<file path="config.mk">
export PLATFORM = sky130hd
export DESIGN_NAME = cmos_capture_pack
export DESIGN_NICKNAME = d
export VERILOG_FILES = /design/src/rtl/cmos_capture_pack.sv
export SDC_FILE = /design/constraint.sdc
export NUM_CORES = 1
export LEC_CHECK = 0
export BUFFER_PORTS_ARGS = -buffer_cell sky130_fd_sc_hd__buf_2
export CORE_MARGIN = 2
export CORE_UTILIZATION = 44
export CTS_BUF_LIST = sky130_fd_sc_hd__clkbuf_8 sky130_fd_sc_hd__clkbuf_16
export DETAILED_ROUTE_END_ITERATION = 8
export GPL_ROUTABILITY_DRIVEN = 0
export SYNTH_ARGS = -nofsm -noshare
export SYNTH_HDL_FRONTEND = slang
export SYNTH_SLANG_ARGS = --single-unit
</file>
<file path="constraint.sdc">
create_clock -name clk_write -period 3.18 [get_ports clk_write]
set_input_delay 0.318 -clock clk_write [delete_from_list [all_inputs] [get_ports clk_write]]
set_output_delay 0.318 -clock clk_write [all_outputs]
set_load 0.02 [all_outputs]
</file>
<file path="src/rtl/cmos_capture_pack.sv">
// OV5640 capture stage: byte-pair packing into RGB565 words for the SDRAM write FIFO.
// Optional frame line-count check enabled by defining CAP_FRAME_CHECK_EN.
module cmos_capture_pack #(
    parameter int unsigned WAIT_FRAMES = 10,
    parameter int unsigned H_PIXELS    = 640,
    parameter int unsigned V_LINES     = 480
) (
    input  logic        clk_write,
    input  logic        rst,
    input  logic        cam_vsync,
    input  logic        cam_href,
    input  logic [7:0]  cam_data,
    input  logic        cfg_done,
    output logic        frame_valid,
    output logic        wr_vs,
    output logic        wrf_wrreq,
    output logic [15:0] wrf_din,
    output logic        line_err,
    output logic        frame_err
);

    localparam int unsigned CNT_W  = 12;
    localparam int unsigned WAIT_W = 8;

    localparam logic [CNT_W-1:0]  H_LIM    = CNT_W'(H_PIXELS);
    localparam logic [CNT_W-1:0]  V_LIM    = CNT_W'(V_LINES);
    localparam logic [CNT_W-1:0]  CNT_MAX  = '1;
    localparam logic [WAIT_W-1:0] WAIT_LIM = WAIT_W'(WAIT_FRAMES);

    logic              vsync_d0;
    logic              vsync_d1;
    logic              href_d0;
    logic              href_d1;
    logic [7:0]        data_d0;
    logic              byte_flag;
    logic [7:0]        hi_byte;
    logic [WAIT_W-1:0] wait_cnt;
    logic [CNT_W-1:0]  pix_cnt;
    logic [CNT_W-1:0]  line_cnt;

    logic              vs_rise;
    logic              href_fall;
    logic              pair_done;
    logic              write_ok;
    logic [WAIT_W-1:0] wait_next;

    assign vs_rise   = vsync_d0 & ~vsync_d1;
    assign href_fall = ~href_d0 & href_d1;
    assign pair_done = href_d0 & byte_flag;
    // cfg_done gating drops a pair that completes on the edge frame_valid is clearing
    assign write_ok  = frame_valid & cfg_done & (line_cnt < V_LIM) & (pix_cnt < H_LIM);
    assign wait_next = (wait_cnt == WAIT_LIM) ? wait_cnt : wait_cnt + WAIT_W'(1);

    // Input registers, packing, geometry counters and warm-up
    always_ff @(posedge clk_write) begin
        if (rst) begin
            vsync_d0    <= 1'b0;
            vsync_d1    <= 1'b0;
            href_d0     <= 1'b0;
            href_d1     <= 1'b0;
            data_d0     <= 8'd0;
            byte_flag   <= 1'b0;
            hi_byte     <= 8'd0;
            wait_cnt    <= '0;
            pix_cnt     <= '0;
            line_cnt    <= '0;
            frame_valid <= 1'b0;
            wr_vs       <= 1'b0;
            wrf_wrreq   <= 1'b0;
            wrf_din     <= 16'd0;
            line_err    <= 1'b0;
        end else begin
            vsync_d0  <= cam_vsync;
            vsync_d1  <= vsync_d0;
            href_d0   <= cam_href;
            href_d1   <= href_d0;
            data_d0   <= cam_data;
            wr_vs     <= vsync_d0 & cfg_done;
            wrf_wrreq <= 1'b0;
            line_err  <= 1'b0;

            if (href_d0) begin
                byte_flag <= ~byte_flag;
                if (!byte_flag) begin
                    hi_byte <= data_d0;
                end
            end else begin
                byte_flag <= 1'b0;
            end

            // wrf_din only moves with an accepted write so it holds otherwise
            if (pair_done && write_ok) begin
                wrf_wrreq <= 1'b1;
                wrf_din   <= {hi_byte, data_d0};
            end

            if (vs_rise) begin
                pix_cnt  <= '0;
                line_cnt <= '0;
            end else if (href_fall) begin
                pix_cnt  <= '0;
                if (line_cnt != CNT_MAX) begin
                    line_cnt <= line_cnt + CNT_W'(1);
                end
                line_err <= frame_valid & ((pix_cnt != H_LIM) | byte_flag);
            end else if (pair_done && (pix_cnt != CNT_MAX)) begin
                pix_cnt <= pix_cnt + CNT_W'(1);
            end

            if (!cfg_done) begin
                wait_cnt    <= '0;
                frame_valid <= 1'b0;
            end else if (vs_rise) begin
                wait_cnt <= wait_next;
                if (wait_next == WAIT_LIM) begin
                    frame_valid <= 1'b1;
                end
            end
        end
    end

`ifdef CAP_FRAME_CHECK_EN
    logic frame_seen;

    // frame_seen marks that a counted frame is already underway, so its end can be checked
    always_ff @(posedge clk_write) begin
        if (rst) begin
            frame_seen <= 1'b0;
            frame_err  <= 1'b0;
        end else begin
            frame_err <= 1'b0;
            if (!cfg_done) begin
                frame_seen <= 1'b0;
            end else if (vs_rise && frame_valid) begin
                frame_seen <= 1'b1;
                frame_err  <= frame_seen & (line_cnt != V_LIM);
            end
        end
    end
`else
    assign frame_err = 1'b0;
`endif

endmodule

</file>
==> flow_summary.json, run 1 <==
{
  "status": "finished clean",
  "crit_end": "wrf_din[10]$_SDFFE_PP0P_",
  "synthesis.area_um2": 3280,
  "postSynthAreaPerCell_um2": 8.78,
  "seqPwrFrac_pct": 51.4,
  "cts_root_buf": "clkbuf_8",
  "clk_latency_ns": 0.35,
  "critPathMaxStageDelay_ns": 0.64,
  "r2r-start": "href_d0$_SDFF_PP0_",
  "drt-pass1-iter-count": 4,
  "cp_top_family": "simple AND/OR/NAND/NOR gates",
  "yosysWarnings": 0,
  "rsz0062_at_grt": "no",
  "synth_ff_type": "dfxtp_1",
  "initial_core_util_pct": 45.3,
  "die_area_um2": 8170,
  "min_path_type": "input port to flop",
  "synth_seq_cells": 73,
  "final_cell_mix": "dfxtp_1, a21oi_1, buf_2",
  "place_inst": 481,
  "seq_area_frac_synth_pct": 44.5,
  "reg2reg_depth": 4,
  "nets": 411,
  "comb_power_share_pct": 3.2,
  "route.detailed.drc": 0,
  "cp.depth": 4,
  "finalHoldViolations": 0,
  "fmax_mhz": 568,
  "cts.hold.buffers_added": 0,
  "drt_iter0_drc": 134,
  "postSynth.asyncResetShare_pct": 0,
  "synth_edf_count": 0,
  "rr_endpoint": "wrf_din[10]$_SDFFE_PP0P_",
  "layout.cells.non_filler": 497,
  "ant_nets": 0,
  "seq_area_um2": 1460,
  "switching_share_pct": 23.2,
  "layout-drive-gt1-share_pct": 16.1,
  "cts_made_buffers": 9,
  "finalSetupViolations": 0,
  "io_pins": 34,
  "cts_resized": 0,
  "synth_top_cells_by_area": "dfxtp_1, a21oi_1, nand3_1",
  "grt_max_degree": 43,
  "p_leak_nw": 1.28,
  "synth_cell_type_count": 59,
  "final_util_pct": 50.3,
  "tns_ns": 0,
  "drt_wl_total_um": 7000,
  "critPathLaunchType": "flop",
  "holdWs_ns": 0.173,
  "antennaDiodeCount": 0,
  "synth_top_area_cell": "dfxtp_1",
  "internal_power_mw": 1.40,
  "rows": 31,
  "cap_violations": 0,
  "core_um2": 7250,
  "clockBufferDepth": 2,
  "antenna_found_initial": 0,
  "port_buffers": 32,
  "slew_violations": 0,
  "r2r_setup_slack_ns": 1.42,
  "switchingPower_mw": 0.423,
  "hpwl_um": 4660,
  "grt_overflow_total": 0,
  "end_kind": "flop",
  "multiInputGateArea_um2": 1640,
  "cts_tree": "done",
  "clock_sinks": 73,
  "synth.net_count": 392,
  "num_vias": 2727,
  "finClkSkew_ns": 0.0140,
  "die_w_um": 90.4,
  "post_cts_buffers": 0,
  "syn_to_final_growth_pct": 11.2,
  "clkPwrFrac_pct": 45.4,
  "min_period_ns": 1.76,
  "peakVddDrop_mv": 0.404,
  "fp.dieH_um": 90.4,
  "tightest_slew_ns": 0.803,
  "cp_data_arrival_time_ns": 2.03,
  "critPathLaunch": "href_d0$_SDFF_PP0_",
  "netlist_instances": 374,
  "path_max_fanout": 16,
  "crit_buf_inv": 0,
  "cp_data_required_time_ns": 3.45,
  "layout_commonest_cell": "dfxtp_1",
  "powerDensity_nw_per_um2": 498,
  "fin_crit_sh_pct": 55.3,
  "wl_per_cell_um": 14.1,
  "cpMaxStageDelayCell": "and4_1",
  "path_clk_slew_ns": 0.09,
  "slew_headroom_pct": 46.4,
  "crit_type": "flop to flop",
  "crit_chain": "and2_1 -> and4_1 -> nand3_1 -> a21oi_1",
  "grt_pass1_vias": 2556,
  "htree_levels": 3,
  "yosysTopAreaCellShare_pct": 44.5,
  "grt_pass1_wl_um": 12000,
  "via_per_inst": 5.49,
  "grt_usage_pct": 17.8,
  "fill_cells": 721
}
[layer usage]
metal  part of all wire (%)  GRT usage [%]  vias up
met3                    2.9           4.42        6
met5                      0              0        -
met4                   0.93           5.51        0
met1                     51           24.0     1282
met2                     45           28.1       43
li1                       -              -     1396
[flip-flops by register name, indices dropped and copies added (netlist names), 8 cells and up]
register,flops
wait_cnt,8
hi_byte,8
line_cnt,12
wrf_din,16
pix_cnt,12
data_d0,8
[layout make-up]
class	instances	share of cell area, %
clock buffer	9	3.39
clock inverter	7	2.74
inverter	11	1.13
multi-input combinational	266	44.9
sequential	73	40.0
tap	99	3.39
timing repair buffer	32	4.39
[power by group through the flow]
stage | sequential, mW | clock, mW | combinational, mW
floorplan | 0.955 | 0 | 0.0439
global placement | 0.957 | 0 | 0.0576
detailed placement | 0.957 | 0 | 0.0584
CTS | 0.935 | 0.847 | 0.0584
global route | 0.937 | 0.883 | 0.0651
finish | 0.935 | 0.827 | 0.0576
[kinds of logic (layout without fill, tap and decap cells)]
logic type,after synthesis,after routing,share of synthesized area (%)
buffers and inverters,35,59,5.53
AOI/OAI and AO/OA,90,90,17.0
muxes,2,2,0.610
adders and majority gates,5,5,1.91
DFF,73,73,44.5
and+or+nand+nor,157,157,27.4
other,1,1,0.114
xor gates and xnor gates,11,11,2.93
[stage by stage]
| step | setup slack [ns] | area [um^2] | total power, mW |
|---|---|---|---|
| floorplan | 1.51 | 3280 | 0.999 |
| global placement | 1.41 | 3430 | 1.01 |
| detailed placement | 1.40 | 3430 | 1.02 |
| CTS | 1.37 | 3650 | 1.84 |
| global route | 1.15 | 3650 | 1.89 |
| finish | 1.42 | 3650 | 1.82 |
[Yosys cell counts (5+ instances only)]
cell type / instances
or3_1: 9
nand2_1: 29
ha_1: 5
nand3_1: 27
dfxtp_1: 73
nor3_1: 8
nor2_1: 21
o21ai_1: 19
nand4_1: 13
nor2b_1: 13
clkbuf_1: 10
a21oi_1: 40
or4_1: 5
xor2_1: 8
o21ai_0: 7
inv_1: 11
[how the worst min path moves through the flow]
stage	from	depth (start not counted)	slack (ns)	end
finish	cam_data[6]	2	0.17	data_d0[6]$_SDFF_PP0_
floorplan	rst	1	0.40	vsync_d1$_SDFF_PP0_
detailed placement	data_d0[2]$_SDFF_PP0_	2	0.45	hi_byte[2]$_SDFFE_PP0P_
global placement	data_d0[5]$_SDFF_PP0_	2	0.44	hi_byte[5]$_SDFFE_PP0P_
global route	cam_data[5]	2	0.18	data_d0[5]$_SDFF_PP0_
CTS	cam_data[6]	2	0.16	data_d0[6]$_SDFF_PP0_
Power figures use the tool's default switching activity.
==> run 2: changes to the inputs <==
- clock period: 3.18 -> 1.6 ns (I/O delays scaled with it)
==> flow_summary.json, run 2 (synthesis results as in run 1) <==
{
  "rows": 31,
  "powerDensity_nw_per_um2": 808,
  "end_kind": "flop",
  "drt-pass1-iter-count": 4,
  "grt_pass1_wl_um": 12400,
  "grt_max_degree": 37,
  "min_period_ns": 1.60,
  "die_w_um": 90.4,
  "seqPwrFrac_pct": 57.9,
  "largest_reg_flops": 16,
  "syn_to_final_growth_pct": 21.0,
  "fin_area_um2": 3970,
  "via_per_inst": 5.47,
  "slew_headroom_pct": 68.3,
  "cts_made_buffers": 9,
  "rsz0062_at_grt": "yes",
  "critPathLaunchType": "flop",
  "cts_root_buf": "clkbuf_8",
  "r2r-start": "line_cnt[10]$_SDFFE_PP0P_",
  "grt_overflow_total": 0,
  "clockBufferDepth": 2,
  "initial_core_util_pct": 45.3,
  "nets": 442,
  "hpwl_um": 5130,
  "cts_tree": "done",
  "tightest_slew_ns": 0.463,
  "final_util_pct": 54.8,
  "fmax_mhz": 624,
  "largest_register": "wrf_din",
  "final_cell_mix": "dfxtp_1, a21oi_1, buf_2",
  "critPathLaunch": "line_cnt[10]$_SDFFE_PP0P_",
  "clk_latency_ns": 0.33,
  "ant_nets": 0,
  "switchingPower_mw": 0.768,
  "die_area_um2": 8170,
  "finClkSkew_ns": 0.00872,
  "met3_usage_pct": 4.59,
  "antenna_found_initial": 0,
  "total_power_mw": 3.21,
  "path_clk_slew_ns": 0.08,
  "status": "finished, violations left",
  "dpl_cell_area_um2": 3660,
  "port_buffers": 32,
  "antennaDiodeCount": 0,
  "fin_crit_sh_pct": 100,
  "min_path_type": "input port to flop",
  "fp.dieH_um": 90.4,
  "p_leak_nw": 1.44,
  "largestRegisters": "wrf_din x16, line_cnt x12, pix_cnt x12",
  "slew_violations": 0,
  "path_max_fanout": 5,
  "layout_setup_ws_ns": -0.00142,
  "grt_pass1_vias": 2701,
  "clkPwrFrac_pct": 37.7,
  "comb_power_share_pct": 4.4,
  "route.detailed.drc": 0,
  "cp_data_required_time_ns": 1.83,
  "io_pins": 34,
  "clock_sinks": 73,
  "peakVddDrop_mv": 0.562,
  "internal_power_mw": 2.44,
  "drt_wl_total_um": 7590,
  "core_um2": 7250,
  "layout-drive-gt1-share_pct": 26.4,
  "cp_data_arrival_time_ns": 1.83,
  "cap_violations": 0,
  "finalSetupViolations": 1,
  "layout_commonest_cell": "dfxtp_1",
  "switching_share_pct": 23.9,
  "htree_levels": 3,
  "grt.busiest_layer": "met2",
  "grtUsageMet2_pct": 30.4,
  "wl_per_cell_um": 14.4,
  "grt.met1_usage_pct": 23.5,
  "hp-start": "cam_data[4]",
  "grt_usage_pct": 18.4,
  "finalHoldViolations": 0,
  "crit_type": "flop to flop",
  "num_vias": 2884,
  "drt_iter0_drc": 87,
  "violations": "setup timing"
}
[run 2: timing repair]
item,CTS,global route
setup buffers,2,2
hold buffers,0,0
pin swaps,1,6
setup endpoints to repair,2,31
resized for setup,2,27
[run 2: cell type report]
class / instances / area [um^2]
Multi-Input combinational cell: 266 / 1740
Tap cell: 99 / 124
Clock inverter: 6 / 37.5
Inverter: 11 / 41.3
Timing Repair Buffer: 63 / 422
Clock buffer: 9 / 124
Sequential cell: 73 / 1480
Fill cell: 690 / 3280
[run 2: path summary, 6_finish.rpt]
kind	to	slack, ns	cells after the start
worst min register to register	hi_byte[4]$_SDFFE_PP0P_	0.45	2
worst min-delay path	data_d0[4]$_SDFF_PP0_	0.03	2
worst max register to register	line_cnt[1]$_SDFFE_PP0P_	-0.001	5
worst max-delay path	line_cnt[1]$_SDFFE_PP0P_	-0.001	5
[run 2: worst max-delay path: stages, from the launching register on]
cell and delay, ns:
dfxtp_1 0.42, nand4_1 0.32, o31ai_4 0.37, buf_4 0.16, mux2i_1 0.18, nor2_1 0.05
[run 2: power groups by stage]
stage               sequential, mW  combinational [mW]  clock (mW)
global route                  1.86               0.157        1.32
floorplan                     1.90              0.0875           0
global placement              1.90               0.130           0
finish                        1.86               0.141        1.21
CTS                           1.86               0.136        1.25
detailed placement            1.90               0.132           0
[run 2: metal layers]
| metal | vias up | part of all wire [%] |
|---|---|---|
| met5 | - | 0 |
| met4 | 0 | 0.83 |
| met3 | 6 | 3.2 |
| met2 | 48 | 49 |
| met1 | 1380 | 47 |
| li1 | 1450 | - |
[run 2: per-stage QoR]
step,worst slack (ns),hold slack [ns],cells,setup TNS [ns]
after floorplan,0.0224,0.238,374,0
after detailed placement,-0.00246,0.372,508,-0.00246
after CTS,-0.0138,0.0115,525,-0.0138
after global routing,-0.0811,0.0177,527,-0.255
final,-0.00142,0.0251,527,-0.00142
after global placement,0.0549,0.367,508,0
==> run 3: changes to the inputs <==
- CORE_ASPECT_RATIO: unset -> 1.4
==> flow_summary.json, run 3 (synthesis results as in run 1) <==
{
  "finalHoldViolations": 0,
  "grt_usage_pct": 18.7,
  "final_util_pct": 54.9,
  "p_leak_nw": 1.48,
  "grt_pass1_vias": 2719,
  "dpl_cell_area_um2": 3720,
  "wl_per_cell_um": 14.1,
  "largest_register": "wrf_din",
  "largest_reg_flops": 16,
  "via_per_inst": 5.51,
  "rsz0062_at_grt": "yes",
  "die_w_um": 77.0,
  "internal_power_mw": 2.52,
  "grt_max_degree": 25,
  "min_period_ns": 1.57,
  "path_clk_slew_ns": 0.09,
  "largestRegisters": "wrf_din x16, line_cnt x12, pix_cnt x12",
  "seq_area_um2": 1470,
  "min_path_type": "input port to flop",
  "end_kind": "flop",
  "final_cell_mix": "dfxtp_1, a21oi_1, buf_4",
  "htree_levels": 3,
  "slew_violations": 0,
  "clk_latency_ns": 0.34,
  "cts_root_buf": "clkbuf_8",
  "seqPwrFrac_pct": 54.7,
  "clock_sinks": 73,
  "finClkSkew_ns": 0.00625,
  "critPathLaunchType": "flop",
  "switchingPower_mw": 0.883,
  "status": "finished clean",
  "num_vias": 2942,
  "io_pins": 34,
  "grt_pass1_wl_um": 12200,
  "antennaDiodeCount": 0,
  "clkPwrFrac_pct": 41.0,
  "nets": 450,
  "rows": 37,
  "comb_power_share_pct": 4.3,
  "drt_iter0_drc": 163,
  "cp_data_required_time_ns": 1.84,
  "cp_data_arrival_time_ns": 1.81,
  "crit_type": "flop to flop",
  "fmax_mhz": 636,
  "core_um2": 7310,
  "fin_crit_sh_pct": 98.3,
  "antenna_found_initial": 0,
  "hpwl_um": 5440,
  "switching_share_pct": 26.0,
  "layout-drive-gt1-share_pct": 25.4,
  "peakVddDrop_mv": 0.528,
  "clockBufferDepth": 2,
  "fin_area_um2": 4010,
  "cts_tree": "done",
  "grt_overflow_total": 0,
  "syn_to_final_growth_pct": 22.2,
  "holdWs_ns": 0.0182,
  "port_buffers": 32,
  "path_max_fanout": 6,
  "drt_wl_total_um": 7510,
  "fill_cells": 721,
  "cts_made_buffers": 9,
  "cap_violations": 0,
  "die_area_um2": 8180,
  "ant_nets": 0,
  "initial_core_util_pct": 44.9,
  "fp.dieH_um": 106,
  "finalSetupViolations": 0,
  "drt-pass1-iter-count": 4,
  "powerDensity_nw_per_um2": 847,
  "route.detailed.drc": 0,
  "layout_commonest_cell": "dfxtp_1",
  "multiInputGateArea_um2": 1700
}
[run 3: cell type report]
| type | instances | area share, % |
|---|---|---|
| repair buffers | 71 | 12.3 |
| clock inverters | 7 | 1.68 |
| flip-flops and latches | 73 | 36.6 |
| multi-input cells | 266 | 42.3 |
| clock buffers | 9 | 3.09 |
| well taps | 97 | 3.02 |
| inverters | 11 | 1.03 |
[run 3: final timing paths]
kind,from,to,slack [ns],cells after the start
worst max-delay path,line_cnt[0]$_SDFFE_PP0P_,line_cnt[1]$_SDFFE_PP0P_,0.03,6
worst min-delay path,cam_data[3],data_d0[3]$_SDFF_PP0_,0.02,2
worst max register to register,line_cnt[0]$_SDFFE_PP0P_,line_cnt[1]$_SDFFE_PP0P_,0.03,6
worst min register to register,data_d0[6]$_SDFF_PP0_,hi_byte[6]$_SDFFE_PP0P_,0.46,2
[run 3: worst max-delay path, cell delays in order (launching register included)]
cell and delay (ns):
dfxtp_2 0.36, ha_4 0.14, nand4_1 0.16, buf_4 0.19, o31ai_4 0.34, mux2i_1 0.22, nor2_1 0.05
[run 3: timing repair]
action / CTS / global route
setup endpoints to repair: 2 / 27
hold endpoints to repair: 0 / 2
setup buffers: 1 / 2
hold buffers: 0 / 2
pin swaps: 0 / 3
gates resized for setup: 0 / 14
[run 3: power groups by stage]
stage	sequential, mW	clock [mW]	combinational (mW)
after global routing	1.86	1.52	0.160
after detailed placement	1.90	0	0.141
final	1.86	1.39	0.145
after global placement	1.90	0	0.140
after floorplan	1.90	0	0.0875
after CTS	1.86	1.45	0.142
[run 3: routing by layer]
metal / global-route usage (%) / part of all wire [%]
met1: 19.9 / 41
met2: 34.5 / 53
met3: 3.99 / 3.1
met4: 9.06 / 2.7
met5: 0 / 0
[run 3: per-stage QoR]
stage | cells | setup WS, ns | power, mW | setup TNS (ns)
2_1_floorplan | 374 | 0.0224 | 1.99 | 0
3_3_place_gp | 513 | 0.0269 | 2.04 | 0
3_5_place_dp | 513 | -0.0154 | 2.04 | -0.0154
4_1_cts | 530 | -0.0106 | 3.45 | -0.0106
5_1_grt | 534 | -0.0674 | 3.55 | -0.254
6_report | 534 | 0.0268 | 3.40 | 0
